File: config.mk
export PLATFORM = sky130hd
export DESIGN_NAME = i2c_reg_seq_flat
export DESIGN_NICKNAME = d
export VERILOG_FILES = /design/src/rtl/i2c_reg_seq_if.sv /design/src/rtl/i2c_reg_seq.sv /design/src/flat_wrapper.sv
export SDC_FILE = /design/constraint.sdc
export NUM_CORES = 1
export LEC_CHECK = 0
export CAP_MARGIN = 20
export CORE_MARGIN = 2
export CORE_UTILIZATION = 30
export CTS_BUF_LIST = sky130_fd_sc_hd__clkbuf_4
export DETAILED_ROUTE_END_ITERATION = 8
export DONT_BUFFER_PORTS = 1
export SLEW_MARGIN = 10
export SYNTH_ARGS = -nofsm -noshare
export SYNTH_HDL_FRONTEND = slang
export SYNTH_SLANG_ARGS = --single-unit
File: constraint.sdc
create_clock -name clk -period 1.73 [get_ports clk]
set_input_delay 0.2595 -clock clk [delete_from_list [all_inputs] [get_ports clk]]
set_output_delay 0.2595 -clock clk [all_outputs]
set_load 0.01 [all_outputs]
File: src/rtl/i2c_reg_seq_if.sv
// Request/response and byte-master handshake bundle for i2c_reg_seq.
// The slave modport is the sequencer's view; master is the surrounding environment's.
interface i2c_reg_seq_if;
  logic       req_valid;
  logic       req_ready;
  logic       req_read;
  logic       req_hs;
  logic [6:0] req_dev;
  logic [7:0] req_reg;
  logic [7:0] req_wdata;
  logic       resp_valid;
  logic [7:0] resp_rdata;
  logic [2:0] resp_err;
  logic       cmd_active;
  logic       cmd_high_speed;
  logic       cmd_read;
  logic       read_nack;
  logic [6:0] cmd_addr;
  logic       data_valid;
  logic [7:0] data_in;
  logic       data_ready;
  logic [7:0] data_out;
  logic       addr_err;
  logic       data_err;

  modport slave (
    input  req_valid, req_read, req_hs, req_dev, req_reg, req_wdata,
    input  data_ready, data_out, addr_err, data_err,
    output req_ready, resp_valid, resp_rdata, resp_err,
    output cmd_active, cmd_high_speed, cmd_read, read_nack, cmd_addr, data_valid, data_in
  );

  modport master (
    output req_valid, req_read, req_hs, req_dev, req_reg, req_wdata,
    output data_ready, data_out, addr_err, data_err,
    input  req_ready, resp_valid, resp_rdata, resp_err,
    input  cmd_active, cmd_high_speed, cmd_read, read_nack, cmd_addr, data_valid, data_in
  );
endinterface

File: src/rtl/i2c_reg_seq.sv
// Single-byte I2C register write/read sequencer in front of the byte master; one request in flight.
// Write ~2 byte times + STOP_WAIT + 2 cycles, read adds a second phase; req_ready is high only when idle.
module i2c_reg_seq #(
  parameter int STOP_WAIT = 2048,
  parameter int TIMEOUT   = 65535
) (
  input  logic         clk,
  input  logic         reset,
  i2c_reg_seq_if.slave bus
);
  typedef enum logic [2:0] {POST_RST, IDLE, W_REG, W_DATA, R_BYTE, STOP, DONE} state_t;

  localparam int CMAX = (STOP_WAIT > TIMEOUT) ? STOP_WAIT : TIMEOUT;
  localparam int CW   = $clog2(CMAX + 1);
  localparam logic [CW-1:0] STOP_LAST = CW'(STOP_WAIT - 1);
  localparam logic [CW-1:0] TO_LAST   = CW'(TIMEOUT - 1);

  state_t        state, state_nxt;
  logic [CW-1:0] cnt, cnt_nxt;
  logic          lat_read, lat_read_nxt;
  logic [7:0]    lat_wdata, lat_wdata_nxt;
  logic          pending_read, pending_read_nxt;
  logic [2:0]    err, err_nxt;

  logic          cmd_active_q, cmd_active_nxt;
  logic          cmd_hs_q, cmd_hs_nxt;
  logic          cmd_read_q, cmd_read_nxt;
  logic          read_nack_q, read_nack_nxt;
  logic [6:0]    cmd_addr_q, cmd_addr_nxt;
  logic          data_valid_q, data_valid_nxt;
  logic [7:0]    data_in_q, data_in_nxt;
  logic          resp_valid_q, resp_valid_nxt;
  logic [7:0]    resp_rdata_q, resp_rdata_nxt;
  logic [2:0]    resp_err_q, resp_err_nxt;

  logic          byte_err;

  always_ff @(posedge clk or posedge reset) begin
    if (reset) begin
      state        <= POST_RST;
      cnt          <= '0;
      lat_read     <= 1'b0;
      lat_wdata    <= '0;
      pending_read <= 1'b0;
      err          <= '0;
      cmd_active_q <= 1'b0;
      cmd_hs_q     <= 1'b0;
      cmd_read_q   <= 1'b0;
      read_nack_q  <= 1'b0;
      cmd_addr_q   <= '0;
      data_valid_q <= 1'b0;
      data_in_q    <= '0;
      resp_valid_q <= 1'b0;
      resp_rdata_q <= '0;
      resp_err_q   <= '0;
    end else begin
      state        <= state_nxt;
      cnt          <= cnt_nxt;
      lat_read     <= lat_read_nxt;
      lat_wdata    <= lat_wdata_nxt;
      pending_read <= pending_read_nxt;
      err          <= err_nxt;
      cmd_active_q <= cmd_active_nxt;
      cmd_hs_q     <= cmd_hs_nxt;
      cmd_read_q   <= cmd_read_nxt;
      read_nack_q  <= read_nack_nxt;
      cmd_addr_q   <= cmd_addr_nxt;
      data_valid_q <= data_valid_nxt;
      data_in_q    <= data_in_nxt;
      resp_valid_q <= resp_valid_nxt;
      resp_rdata_q <= resp_rdata_nxt;
      resp_err_q   <= resp_err_nxt;
    end
  end

  always_comb begin
    state_nxt        = state;
    cnt_nxt          = cnt + CW'(1);
    lat_read_nxt     = lat_read;
    lat_wdata_nxt    = lat_wdata;
    pending_read_nxt = pending_read;
    err_nxt          = err;
    cmd_active_nxt   = cmd_active_q;
    cmd_hs_nxt       = cmd_hs_q;
    cmd_read_nxt     = cmd_read_q;
    read_nack_nxt    = read_nack_q;
    cmd_addr_nxt     = cmd_addr_q;
    data_valid_nxt   = data_valid_q;
    data_in_nxt      = data_in_q;
    resp_valid_nxt   = 1'b0;
    resp_rdata_nxt   = resp_rdata_q;
    resp_err_nxt     = resp_err_q;
    // data NACK only counts while we are the transmitter
    byte_err         = bus.addr_err | (bus.data_err & (state != R_BYTE));

    case (state)
      POST_RST: begin
        if (cnt == STOP_LAST) begin
          state_nxt = IDLE;
          cnt_nxt   = '0;
        end
      end
      IDLE: begin
        cnt_nxt = '0;
        if (bus.req_valid) begin
          lat_read_nxt     = bus.req_read;
          lat_wdata_nxt    = bus.req_wdata;
          pending_read_nxt = 1'b0;
          err_nxt          = '0;
          cmd_active_nxt   = 1'b1;
          cmd_read_nxt     = 1'b0;
          cmd_addr_nxt     = bus.req_dev;
          cmd_hs_nxt       = bus.req_hs;
          data_valid_nxt   = 1'b1;
          data_in_nxt      = bus.req_reg;
          state_nxt        = W_REG;
        end
      end
      W_REG, W_DATA, R_BYTE: begin
        if (bus.data_ready) begin
          cnt_nxt    = '0;
          err_nxt[0] = err[0] | bus.addr_err;
          err_nxt[1] = err[1] | (bus.data_err & (state != R_BYTE));
          if (state == R_BYTE) resp_rdata_nxt = bus.data_out;
          if (state == W_REG && !byte_err && !lat_read) begin
            data_in_nxt = lat_wdata;
            state_nxt   = W_DATA;
          end else begin
            cmd_active_nxt = 1'b0;
            data_valid_nxt = 1'b0;
            read_nack_nxt  = 1'b0;
            state_nxt      = STOP;
            if (state == W_REG && !byte_err) pending_read_nxt = 1'b1;
          end
        end else if (cnt == TO_LAST) begin
          cnt_nxt        = '0;
          err_nxt[2]     = 1'b1;
          cmd_active_nxt = 1'b0;
          data_valid_nxt = 1'b0;
          read_nack_nxt  = 1'b0;
          state_nxt      = STOP;
        end
      end
      STOP: begin
        if (cnt == STOP_LAST) begin
          cnt_nxt = '0;
          if (pending_read && err == 3'b000) begin
            pending_read_nxt = 1'b0;
            cmd_active_nxt   = 1'b1;
            cmd_read_nxt     = 1'b1;
            read_nack_nxt    = 1'b1;
            data_valid_nxt   = 1'b1;
            state_nxt        = R_BYTE;
          end else begin
            resp_valid_nxt = 1'b1;
            resp_err_nxt   = err;
            state_nxt      = DONE;
          end
        end
      end
      DONE: begin
        cnt_nxt   = '0;
        state_nxt = IDLE;
      end
      default: begin
        cnt_nxt   = '0;
        state_nxt = POST_RST;
      end
    endcase
  end

  assign bus.req_ready      = (state == IDLE);
  assign bus.resp_valid     = resp_valid_q;
  assign bus.resp_rdata     = resp_rdata_q;
  assign bus.resp_err       = resp_err_q;
  assign bus.cmd_active     = cmd_active_q;
  assign bus.cmd_high_speed = cmd_hs_q;
  assign bus.cmd_read       = cmd_read_q;
  assign bus.read_nack      = read_nack_q;
  assign bus.cmd_addr       = cmd_addr_q;
  assign bus.data_valid     = data_valid_q;
  assign bus.data_in        = data_in_q;
endmodule

File: src/flat_wrapper.sv
// flat-port wrapper written by rule: the top's interface ports become plain ports
module i2c_reg_seq_flat 
#(
  parameter int STOP_WAIT = 2048,
  parameter int TIMEOUT   = 65535
)
  (clk, reset, bus_req_valid, bus_req_read, bus_req_hs, bus_req_dev, bus_req_reg, bus_req_wdata, bus_data_ready, bus_data_out, bus_addr_err, bus_data_err, bus_req_ready, bus_resp_valid, bus_resp_rdata, bus_resp_err, bus_cmd_active, bus_cmd_high_speed, bus_cmd_read, bus_read_nack, bus_cmd_addr, bus_data_valid, bus_data_in);
  i2c_reg_seq_if bus_i ();
  input  logic clk;
  input  logic reset;
  input wire logic [$bits(bus_i.req_valid)-1:0] bus_req_valid;
  input wire logic [$bits(bus_i.req_read)-1:0] bus_req_read;
  input wire logic [$bits(bus_i.req_hs)-1:0] bus_req_hs;
  input wire logic [$bits(bus_i.req_dev)-1:0] bus_req_dev;
  input wire logic [$bits(bus_i.req_reg)-1:0] bus_req_reg;
  input wire logic [$bits(bus_i.req_wdata)-1:0] bus_req_wdata;
  input wire logic [$bits(bus_i.data_ready)-1:0] bus_data_ready;
  input wire logic [$bits(bus_i.data_out)-1:0] bus_data_out;
  input wire logic [$bits(bus_i.addr_err)-1:0] bus_addr_err;
  input wire logic [$bits(bus_i.data_err)-1:0] bus_data_err;
  output wire logic [$bits(bus_i.req_ready)-1:0] bus_req_ready;
  output wire logic [$bits(bus_i.resp_valid)-1:0] bus_resp_valid;
  output wire logic [$bits(bus_i.resp_rdata)-1:0] bus_resp_rdata;
  output wire logic [$bits(bus_i.resp_err)-1:0] bus_resp_err;
  output wire logic [$bits(bus_i.cmd_active)-1:0] bus_cmd_active;
  output wire logic [$bits(bus_i.cmd_high_speed)-1:0] bus_cmd_high_speed;
  output wire logic [$bits(bus_i.cmd_read)-1:0] bus_cmd_read;
  output wire logic [$bits(bus_i.read_nack)-1:0] bus_read_nack;
  output wire logic [$bits(bus_i.cmd_addr)-1:0] bus_cmd_addr;
  output wire logic [$bits(bus_i.data_valid)-1:0] bus_data_valid;
  output wire logic [$bits(bus_i.data_in)-1:0] bus_data_in;
  assign bus_i.req_valid = bus_req_valid;
  assign bus_i.req_read = bus_req_read;
  assign bus_i.req_hs = bus_req_hs;
  assign bus_i.req_dev = bus_req_dev;
  assign bus_i.req_reg = bus_req_reg;
  assign bus_i.req_wdata = bus_req_wdata;
  assign bus_i.data_ready = bus_data_ready;
  assign bus_i.data_out = bus_data_out;
  assign bus_i.addr_err = bus_addr_err;
  assign bus_i.data_err = bus_data_err;
  assign bus_req_ready = bus_i.req_ready;
  assign bus_resp_valid = bus_i.resp_valid;
  assign bus_resp_rdata = bus_i.resp_rdata;
  assign bus_resp_err = bus_i.resp_err;
  assign bus_cmd_active = bus_i.cmd_active;
  assign bus_cmd_high_speed = bus_i.cmd_high_speed;
  assign bus_cmd_read = bus_i.cmd_read;
  assign bus_read_nack = bus_i.read_nack;
  assign bus_cmd_addr = bus_i.cmd_addr;
  assign bus_data_valid = bus_i.data_valid;
  assign bus_data_in = bus_i.data_in;
  i2c_reg_seq #(.STOP_WAIT(STOP_WAIT), .TIMEOUT(TIMEOUT)) u_core (.clk(clk), .reset(reset), .bus(bus_i));
endmodule
==> summary.txt <==
Setup path
  – Critical path endpoint category: flop
  – Worst path cell trace: or4b_4 > nor4_4 > nor2b_4 > and2b_4 > mux2_4
  – Crit path max fanout: 4
  – Critical path's top delay family: simple AND/OR/NAND/NOR gates
  – Kind of critical path: flop to flop
  – Critical Path AT: 2.20 ns
  – Crit path buffers/inverters: 0
  – Slowest CP cell: or4b_4
  – Delay of the slowest critical-path stage: 0.55 ns
  – Startpoint types: flop
  – WP data required: 2.02 ns

Clock tree
  – CTS Buf Count: 9
  – CTS tree: yes
  – Clock-pin slew on the worst setup and hold paths: 0.11 ns
  – H-tree depth: 3
  – Longest Clk Path Bufs: 2
  – Clock latency on the worst-skew pair: 0.40 ns
  – Root Driver: clkbuf_4
  – Sinks on Clock Net: 63

Final layout
  – Commonest non-fill, non-tap cell in the layout: dfrtp_1
  – Post-Layout Cell Count: 477
  – Layout cells sized above 1: 44.0%
  – Final Net Count: 379
  – Fill cells: 920
  – Commonest non-fill, non-tap cells in the layout: 60 x dfrtp_1, 42 x buf_4, 27 x dlygate4sd3_1, 22 x nor2_1, 18 x mux2_4
  – Syn-to-layout area delta: 43.5%

Die
  – Die Height: 103 um
  – Die X: 103 um
  – Die area: 10600 um2
  – Row count: 36
  – Core area: 9640 um2
  – Starting Density: 30.5%
  – I/O Pins: 72

Yosys
  – Number of enable flip-flop cells after synthesis: 0
  – Synth Area in XOR/XNOR: 4.18%
  – Largest family of logic cells by synthesized area: simple AND/OR/NAND/NOR gates
  – Post-synthesis instance area: 2940 um2
  – Syn avg cell area: 11.5 um2
  – Synth Flop Type: dfrtp_1
  – Multiplexer share of the synthesized area: 14.2%
  – Post-Synth Simple-Gate Area: 17.5%
  – Synth async-reset ratio: 100%
  – Syn. warnings: 0
  – Register area share after synthesis: 53.7%
  – Syn_nets: 297
  – #FFs+latches synth: 63
  – Netlist cell types: 49
  – Synth Area in Adders: 0.852%
  – Compound-Gate Fraction of Synth Area: 6.73%
  – Mapped Cells: 256

Global route
  – Grt ovf: 0
  – Initial antenna violation count: 1
  – GRT busiest layer: met2
  – Met3 usage: 4.07%
  – Largest net degree at the start of global routing: 64
  – Total GRT Usage: 13.5%
  – GR Util met2: 21.5%
  – Wire length of the first global-routing pass: 10800 um
  – Met1 Usage GRT: 17.1%
  – Vias in the first global route: 2223

Detailed routing
  – Remaining antenna violation count after routing: 0
  – Drt pass-1 iters: 4
  – Vias post-DR: 2270
  – DR iter-0 viols: 91
  – Post-Route WL: 7700 um
  – Avg Vias per Cell: 4.76
  – Wirelength per Cell: 16.1 um
  – Post-route DRC: 0

Run status
  – Status: finished with violations
  – Failing checks: setup timing

STA
  – Achievable clock frequency: 525 MHz
  – Final period util: 110%
  – Tmin final: 1.90 ns
  – Hold_ws: 0.0152 ns
  – Final Max Slew Viols: 0
  – Setup ws final: -0.173 ns
  – RSZ-0062 raised after global routing: true
  – Setup TNS: -2.09 ns
  – Slew of the pin with the lowest slew margin: 0.412 ns
  – Slew headroom: 72.5%
  – Clk_skew: 0.00962 ns
  – Endpoints failing hold: 0
  – Setup violations, final: 27

Run
  – Max-Cap Viols: 0

Worst hold path
  – Hold Crit Class: input pin to flop

Power
  – Net load switching power: 0.00253 W
  – Sequential power share: 39.2%
  – Clock power frac: 13.1%
  – Max VDD drop: 0.749 mV
  – Comb pwr share: 47.7%
  – Cell leakage power: 1.84 nW
  – Cell Pwr Density: 1550 nW/um2
  – Internal: 0.00398 W
  – Sw Share: 38.9%

Place
  – RD Place Congestion: 0.910
  – Placed Instances: 420
  – Final HPWL DP: 4760 um
  – Port bufs: 0
-- per-stage QoR --
stage	power (W)	instance area (um2)	setup WS, ns	utilization (%)
global route	0.00689	4210	-0.244	43.7
floorplan	0.00384	2950	-0.170	-
global placement	0.00462	3430	-0.127	35.5
finish	0.00652	4210	-0.173	43.7
detailed placement	0.00468	3430	-0.168	35.5
CTS	0.00567	3880	-0.180	40.2
-- path summary, 6_finish.rpt --
check	endpoint	slack (ns)	from	cells past startpoint
hold reg to reg	u_core.lat_wdata[6]	0.52	u_core.lat_wdata[6]	1
max in group asynchronous	u_core.state[2]	1.02	reset	3
setup reg to reg	u_core.bus.resp_err[1]	-0.17	u_core.cnt[14]	5
hold / removal	u_core.err[1]	0.02	bus_data_ready	2
setup / recovery	u_core.bus.resp_err[1]	-0.17	u_core.cnt[14]	5
min in group asynchronous	u_core.bus.read_nack	0.39	reset	3
-- routing by layer --
metal | wire (um) | up-vias
met1 | 3270 | 1132
met5 | 0 | -
met3 | 433 | 9
met2 | 3890 | 62
met4 | 108 | 0
li1 | - | 1067
-- power by group through the flow --
stage          clock (W)  combinational, W  sequential (W)
2_1_floorplan          0           0.00146         0.00239
3_5_place_dp           0           0.00213         0.00255
4_1_cts         0.000882           0.00225         0.00253
6_report        0.000855           0.00311         0.00255
5_1_grt         0.000950           0.00332         0.00261
3_3_place_gp           0           0.00209         0.00253
-- worst reg2reg max path, stage by stage (launching register included) --
cell and delay, ns:
dfrtp_1 0.39, or4b_4 0.56, nor4_4 0.17, nor2b_4 0.19
and2b_4 0.19, mux2_4 0.30
-- flip-flops by register name (all words and copies together) (netlist names), 3 cells and up --
| signal | flops |
|---|---|
| u_core.cnt | 16 |
| u_core.bus.data_in | 8 |
| u_core.state | 3 |
| u_core.bus.cmd_addr | 7 |
| u_core.err | 3 |
| u_core.bus.resp_err | 3 |
| u_core.lat_wdata | 8 |
| u_core.bus.resp_rdata | 8 |
-- cell usage after synthesis, types with 2 or more instances --
master | count | share of area (%)
nor3_2 | 2 | 0.68
nand2_1 | 10 | 1.3
a31oi_1 | 2 | 0.43
nor3_1 | 2 | 0.34
mux2_1 | 9 | 3.5
nor4b_1 | 2 | 0.60
mux2_4 | 3 | 1.5
dfrtp_1 | 63 | 54
inv_1 | 6 | 0.77
mux2i_1 | 9 | 3.1
nand3_1 | 7 | 1.2
or3_1 | 2 | 0.43
mux2_2 | 16 | 6.1
xor2_1 | 6 | 1.8
xnor2_1 | 8 | 2.4
nand4_1 | 4 | 0.85
and3_1 | 4 | 0.85
o21ai_0 | 3 | 0.51
nor4_1 | 3 | 0.64
a21oi_1 | 16 | 2.7
ha_1 | 2 | 0.85
buf_4 | 3 | 0.77
nor2_1 | 38 | 4.9
buf_2 | 7 | 1.2
and2_2 | 2 | 0.51
o21bai_1 | 2 | 0.51
nor2b_1 | 3 | 0.64
-- cell type report --
| class | instances | area, um2 | share of cell area [%] |
|---|---|---|---|
| antenna | 1 | 2.50 | 0.0594 |
| clock buffer | 10 | 75.1 | 1.78 |
| clock inverter | 6 | 37.5 | 0.891 |
| inverter | 6 | 26.3 | 0.624 |
| multi-input combinational | 176 | 1530 | 36.2 |
| sequential | 63 | 1580 | 37.5 |
| tap | 133 | 166 | 3.95 |
| timing repair buffer | 82 | 798 | 18.9 |
-- what timing repair did --
item / 4_1_cts / 5_1_grt
gates resized for setup: 13 / 65
endpoints found under the hold margin: 88 / 1
gates cloned: 0 / 2
buffers inserted: 4 / 7
setup endpoints to repair: 29 / 36
pin swaps: 6 / 7
hold buffers: 26 / 1
-- kinds of logic (layout without fill, tap and decap cells) --
kind of cell / count (synthesis) / in the layout
compound gates: 32 / 32
mux: 37 / 37
buf+inv: 17 / 104
other cells: 0 / 1
simple gates: 91 / 91
xor+xnor: 14 / 14
flops: 63 / 63
fa+ha+maj: 2 / 2
Power figures use the tool's default switching activity.
